## src/rtl/alu_cmd_dispatch.sv

```systemverilog
// alu_cmd_dispatch: buffers ALU commands in a FIFO, issues them one at a time and holds each result for the consumer.
// Define DIVZERO_CHK_EN to answer divu-by-zero locally with an error result instead of issuing it.
module alu_cmd_dispatch #(
  parameter int DEPTH = 4,
  parameter int AW    = 2
) (
  input  logic        clk,
  input  logic        rst_n,
  input  logic        cmd_valid,
  output logic        cmd_ready,
  input  logic [1:0]  cmd_mode,
  input  logic [31:0] cmd_a,
  input  logic [31:0] cmd_b,
  output logic        alu_valid,
  output logic [1:0]  alu_mode,
  output logic [31:0] alu_in_A,
  output logic [31:0] alu_in_B,
  input  logic        alu_ready,
  input  logic [63:0] alu_out,
  output logic        res_valid,
  input  logic        res_ready,
  output logic [63:0] res_data,
  output logic [1:0]  res_mode,
  output logic        res_err,
  output logic [AW:0] q_count
);
  typedef enum logic [1:0] {IDLE, ISSUE, WAIT, HOLD} state_e;
  state_e        state_q, state_d;
  logic [1:0]    mode_mem [DEPTH];
  logic [31:0]   a_mem [DEPTH];
  logic [31:0]   b_mem [DEPTH];
  logic [AW-1:0] wr_ptr_q, rd_ptr_q;
  logic [AW:0]   cnt_q;
  logic [1:0]    alu_mode_q, res_mode_q, res_mode_d;
  logic [31:0]   alu_a_q, alu_b_q;
  logic [63:0]   res_data_q, res_data_d;
  logic          full, empty, push, pop, div_zero;

  // Acceptance looks only at registered fullness, so a pop never frees a slot in the same cycle.
  assign full  = cnt_q == (AW+1)'(DEPTH);
  assign empty = cnt_q == '0;
  assign push  = cmd_valid && !full;
  assign pop   = state_q == IDLE && !empty;

  always_ff @(posedge clk) begin
    if (push) begin
      mode_mem[wr_ptr_q] <= cmd_mode;
      a_mem[wr_ptr_q]    <= cmd_a;
      b_mem[wr_ptr_q]    <= cmd_b;
    end
  end

  always_ff @(posedge clk or negedge rst_n) begin
    if (!rst_n) begin
      wr_ptr_q <= '0;
      rd_ptr_q <= '0;
      cnt_q    <= '0;
    end else begin
      wr_ptr_q <= wr_ptr_q + AW'(push);
      rd_ptr_q <= rd_ptr_q + AW'(pop);
      cnt_q    <= cnt_q + (AW+1)'(push) - (AW+1)'(pop);
    end
  end

`ifdef DIVZERO_CHK_EN
  logic res_err_q;
  assign div_zero = mode_mem[rd_ptr_q] == 2'd1 && b_mem[rd_ptr_q] == '0;
  always_ff @(posedge clk or negedge rst_n) begin
    if (!rst_n) res_err_q <= 1'b0;
    else if (pop) res_err_q <= div_zero;
  end
  assign res_err = res_err_q;
`else
  assign div_zero = 1'b0;
  assign res_err  = 1'b0;
`endif

  always_comb begin
    state_d    = state_q;
    res_data_d = res_data_q;
    res_mode_d = res_mode_q;
    case (state_q)
      IDLE: if (!empty) begin
        state_d    = div_zero ? HOLD : ISSUE;
        res_data_d = div_zero ? {a_mem[rd_ptr_q], 32'hFFFF_FFFF} : res_data_q;
        res_mode_d = div_zero ? mode_mem[rd_ptr_q] : res_mode_q;
      end
      ISSUE: state_d = WAIT;
      WAIT: if (alu_ready) begin
        state_d    = HOLD;
        res_data_d = alu_out;
        res_mode_d = alu_mode_q;
      end
      HOLD: state_d = res_ready ? IDLE : HOLD;
      default: state_d = IDLE;
    endcase
  end

  always_ff @(posedge clk or negedge rst_n) begin
    if (!rst_n) begin
      state_q    <= IDLE;
      alu_mode_q <= '0;
      alu_a_q    <= '0;
      alu_b_q    <= '0;
      res_data_q <= '0;
      res_mode_q <= '0;
    end else begin
      state_q    <= state_d;
      res_data_q <= res_data_d;
      res_mode_q <= res_mode_d;
      if (pop) begin
        alu_mode_q <= mode_mem[rd_ptr_q];
        alu_a_q    <= a_mem[rd_ptr_q];
        alu_b_q    <= b_mem[rd_ptr_q];
      end
    end
  end

  assign cmd_ready = !full;
  assign q_count   = cnt_q;
  assign alu_valid = state_q == ISSUE;
  assign alu_mode  = alu_mode_q;
  assign alu_in_A  = alu_a_q;
  assign alu_in_B  = alu_b_q;
  assign res_valid = state_q == HOLD;
  assign res_data  = res_data_q;
  assign res_mode  = res_mode_q;
endmodule

```

## config.mk

```make
export PLATFORM = sky130hd
export DESIGN_NAME = alu_cmd_dispatch
export DESIGN_NICKNAME = d
export VERILOG_FILES = /design/src/rtl/alu_cmd_dispatch.sv
export SDC_FILE = /design/constraint.sdc
export NUM_CORES = 1
export LEC_CHECK = 0
export ABC_AREA = 1
export CAP_MARGIN = 20
export CORE_AREA = 2 2 196 198
export CTS_BUF_LIST = sky130_fd_sc_hd__clkbuf_4 sky130_fd_sc_hd__clkbuf_8
export CTS_CLUSTER_DIAMETER = 150
export DETAILED_ROUTE_END_ITERATION = 10
export DIE_AREA = 0 0 198 200
export PLACE_DENSITY = 0.76
export SLEW_MARGIN = 40
export SYNTH_ARGS = -nofsm -noshare
export SYNTH_HDL_FRONTEND = slang
export SYNTH_SLANG_ARGS = --single-unit
```

## constraint.sdc

```tcl
create_clock -name clk -period 10.89 [get_ports clk]
set_input_delay 2.178 -clock clk [delete_from_list [all_inputs] [get_ports clk]]
set_output_delay 2.178 -clock clk [all_outputs]
set_load 0.1 [all_outputs]
```

**After elaboration in Yosys (flattened, before gate mapping)**

Memory sizes are Yosys's and may differ from the RTL's. A register that Yosys moved wholly into a read port is not among the register bits.
Index checks and enable logic that the tools add are counted.

- Flip-flop bits (word level): 75
- Latch bits: 0
- Memory bits (writable): 264
- Bits in read-only memories: 0
- Bits of input ports: 135
- Output and inout port bits: 139
- Word-level logic and storage cells: 36
- Memories: 3

Memories:

| name | words | bits a word | rd ports | clocked after memory_dff | wr ports | RTL line | source |
|---|---|---|---|---|---|---|---|
| a_mem | 4 | 32 | 1 | 1 | 1 | 30 | `logic [31:0] a_mem [DEPTH];` |
| b_mem | 4 | 32 | 1 | 1 | 1 | 31 | `logic [31:0] b_mem [DEPTH];` |
| mode_mem | 4 | 2 | 1 | 1 | 1 | 29 | `logic [1:0] mode_mem [DEPTH];` |

- $add $sub $neg: 4
- $mul: 0
- Divide/modulo/power cells: 0
- $lt $le $gt $ge: 0
- Equal/unequal tests: 6
- Shift-type cells: 0
- Muxes and demuxes: 6
- Bitwise operators: 0
- Reduce and logical (&&, ||, !) cells: 11

Operators with widths:

| operator | count |
|---|---|
| one-hot mux 2 bit (4 select lines) | 1 |
| two-way mux 2 bit | 3 |
| zero test 1 bit | 5 |
| adder 2 x 1 -> 2 bit | 2 |
| == test 2 bit, second input constant | 2 |
| inequality test 2 bit, second input constant | 2 |
| AND reduction 2 bit | 2 |
| adder 3 x 1 -> 3 bit | 1 |
| == test 3 bit, second input constant | 1 |
| zero test 3 bit | 1 |
| subtractor 3 x 1 -> 3 bit | 1 |
| == test 2 x 1 -> 1 bit, second input constant | 1 |
| logical AND 1 bit | 2 |
| zero test 2 bit | 1 |
| two-way mux 1 bit | 2 |

**Logic depth before layout (Yosys ltp)**

- Word-level depth: 5
- Depth in mapped cells: 10
- Mapped depth without buffers: 9

**Least setup slack after synthesis**

OpenSTA, ideal clock, no wires.

- Kind: input-to-reg
- Start: input cmd_valid
- End: memory a_mem[0][0] (enable)
- Library setup time: 571 ps
- Data arrival time: 6843 ps
- Data required time: 10319 ps
- Path slack: 3475 ps
- Cell stages on the path: 2
- Path buffers: 0
- Cell sequence: nand2_1 > nor3_1

- Word-level cells in the longest chain between the ends: 3

RTL lines:

| what | RTL line | source |
|---|---|---|
| from (decl) | 9 | `input logic cmd_valid,` |
| logical AND 1 bit | 42 | `assign push = cmd_valid && !full;` |
| two-way mux 1 bit | 46 | `if (push) begin` |
| two-way mux 1 bit (not written as such) | 48 | `a_mem[wr_ptr_q] <= cmd_a;` |
| to (decl) | 30 |  |

Every way passes these cells.

**Worst setup path in the final report**

- Start: register state_q[1]
- End: output res_valid

- Word-level cells in the longest chain between the ends: 1

RTL lines:

| what | RTL line | source |
|---|---|---|
| from (decl) | 28 | `state_e state_q, state_d;` |
| from (signal assigned) | 108 | `state_q <= state_d;` |
| == test 2 bit | 125 | `assign res_valid = state_q == HOLD;` |
| to (decl) | 20 | `output logic res_valid,` |

Every way passes these cells.

==> results.json <==
{
  "status": "complete, no violations",
  "synth_common_cells": "nand2_1, inv_1, edfxtp_1",
  "syn_area_sq_mm": 0.0166,
  "synthSimpleGateAreaFrac_pct": 18.2,
  "min_to": "alu_in_B[10]",
  "maxCapViolCount": 0,
  "critical_path_class": "register to primary output",
  "worstReg2RegEnd": "alu_in_A[30]",
  "io_buffers": 272,
  "crit_family": "flip-flops",
  "hpwl_microns": 23600,
  "rsz0062_at_grt": "false",
  "core_sq_mm": 0.0374,
  "drive_above_1_share_pct": 14.6,
  "cts_root_buffer": "clkbuf_8",
  "numCtsBuffers": 67,
  "fin_crit_sh_pct": 35.7,
  "synth_most_common_cell": "nand2_1",
  "die_h_microns": 200,
  "yosys-top-cells-area": "edfxtp_1, dfrtp_1, nand2_1",
  "initial_core_util_pct": 44.4,
  "worst_r2r_path_depth": 7,
  "cts_tree": "yes",
  "first_iter_violations": 552,
  "num-fill-cells": 3143,
  "yosysWarnings": 0,
  "synth-compound-area-share_pct": 2.08,
  "cp-start-kind": "register",
  "grt_overflow_total": 0,
  "max_stage_delay_ns": 0.55,
  "vias": 11499,
  "synth_edf_count": 264,
  "synth_top_family_by_area": "simple AND/OR/NAND/NOR gates",
  "firstDrtPassIters": 7,
  "chipWidth_microns": 198,
  "grt_max_degree": 117,
  "critPathRequiredTime_ns": 8.71,
  "gp_congestion": 0.778,
  "synth-async-reset-ratio_pct": 34.8,
  "worstHoldStart": "alu_in_B[10]",
  "ys_ff_latch": 405,
  "synth_xor_area_share_pct": 0.211,
  "finalHoldViolCount": 0,
  "cts.path.max_buffers": 3,
  "slew_headroom_pct": 46.8,
  "cts_resized": 0,
  "regArea_sq_mm": 0.0115,
  "crit_chain": "nand2_1, inv_1, buf_2",
  "synth_area_per_cell_sq_um": 10.1,
  "skew_ns": 0.0254,
  "endpoint_kind": "primary output",
  "synth_fa_ha_area_share_pct": 0.271,
  "cts_max_level": 3,
  "ff2ff_setup_slack_ns": 8.12,
  "clock_sinks": 405,
  "syn_nets": 1785,
  "netlist_instances": 1647,
  "critPathMaxFanout": 9,
  "post-route-drc-count": 0,
  "fin_tns_setup_ns": 0,
  "placementRows": 71,
  "r2r_start": "rd_ptr_q[0]",
  "area_growth_pct": 23.3,
  "grt_first_pass_wirelength_microns": 58500,
  "vias_per_cell": 4.61,
  "globalRouteTotalUtil_pct": 19.2,
  "post_cts_buffers": 0,
  "clk_pin_slew_ns": 0.06,
  "arrival_ns": 1.71,
  "tightest_slew_ns": 0.798,
  "period_minus_slack_ns": 3.88,
  "grt_pass1_vias": 11380,
  "ios": 274,
  "hold_depth": 2,
  "ys.flop_type": "edfxtp_1",
  "multi_input_area_sq_mm": 0.00348,
  "finalNetCount": 2067,
  "cts_hold_buf": 0,
  "finalSetupViolations": 0,
  "ant_nets": 0,
  "totalWireLength_microns": 37700,
  "synthMuxAreaShare_pct": 0,
  "antenna_found_initial": 8,
  "wl_per_cell_microns": 15.1,
  "clk_latency_ns": 0.60,
  "synth_top_cell_area_share_pct": 47.7,
  "fmax_mhz": 257,
  "dieArea_sq_mm": 0.0396,
  "critPathBufInv": 2,
  "hp-class": "register to register",
  "synth_top_area_cell": "edfxtp_1",
  "synth_cell_types": 26,
  "slew_violations": 0,
  "cp_slowest_cell": "dfrtp_1",
  "ys_seq_area_share_pct": 68.9
}
## worst reg2reg max path, stage by stage, from the launching register on
cell and delay, ns:
dfrtp_4 0.76, inv_4 0.65, buf_4 0.72, nand2_1 0.18, nand3_1 0.11, nand2_1 0.11, nand2_1 0.08, nand2_1 0.06
## stage by stage
stage	cell area (sq um)	hold slack [ns]	setup WS (ns)	utilization [%]	instances
final	20500	0.470	7.01	54.8	2495
after global placement	19700	0.464	6.77	52.6	2370
after floorplan	16600	0.483	3.48	-	1647
after global routing	20500	0.491	6.92	54.8	2495
after CTS	20500	0.478	6.94	54.7	2494
after detailed placement	19000	0.460	6.82	50.9	2371
## cell usage in the layout (no fill, tap or decap), drive strengths merged, types with 10 or more instances in the layout
cell,Yosys,routed
buf,52,153
dfrtp,141,141
edfxtp,264,264
nand3,134,134
clkdlybuf4s50,0,133
clkbuf,22,108
clkinv,0,10
o21ai,68,68
inv,341,344
nand2,605,605
## kinds of logic (layout without fill, tap and decap cells)
group / after synthesis / after routing
DFF: 405 / 405
buffers and inverters: 415 / 751
xor gates and xnor gates: 4 / 4
AOI/OAI and AO/OA: 69 / 69
adders and majority gates: 3 / 3
and+or+nand+nor: 750 / 750
other: 1 / 2
## routing by layer
metal / up-vias / wire [microns] / global-route usage, %
li1: 5651 / - / -
met1: 5379 / 15500 / 22.8
met2: 382 / 17900 / 32.7
met3: 73 / 3380 / 6.67
met4: 14 / 786 / 6.57
met5: - / 94 / 0
## worst max path at each step
stage | cells after the start | to | from | slack, ns
after floorplan | 2 | a_mem[0][0] | cmd_valid | 3.48
after global placement | 8 | q_count[2] | cmd_valid | 6.77
after detailed placement | 7 | q_count[2] | cmd_valid | 6.82
after CTS | 3 | res_valid | state_q[1] | 6.94
after global routing | 3 | res_valid | state_q[1] | 6.92
final | 3 | res_valid | state_q[1] | 7.01
## state kept, by name, summed over array words and instances, names as in the netlist
name / flops
q_count: 3
alu_mode: 2
a_mem: 128
b_mem: 128
res_data: 64
alu_in_A: 32
alu_in_B: 32
mode_mem: 8
rd_ptr_q: 2
res_mode: 2
wr_ptr_q: 2
state_q: 2
## layout make-up
class / count / area share, %
sequential: 405 / 55.9
clock buffer: 107 / 6.39
timing repair buffer: 287 / 10.6
inverter: 341 / 6.26
clock inverter: 16 / 0.684
tap: 511 / 3.12
antenna: 1 / 0.0122
multi-input combinational: 827 / 17.0
Power is left out: the tool's default activity adds up to more than one toggle a clock period on the data nets, which glitch-free logic cannot reach.
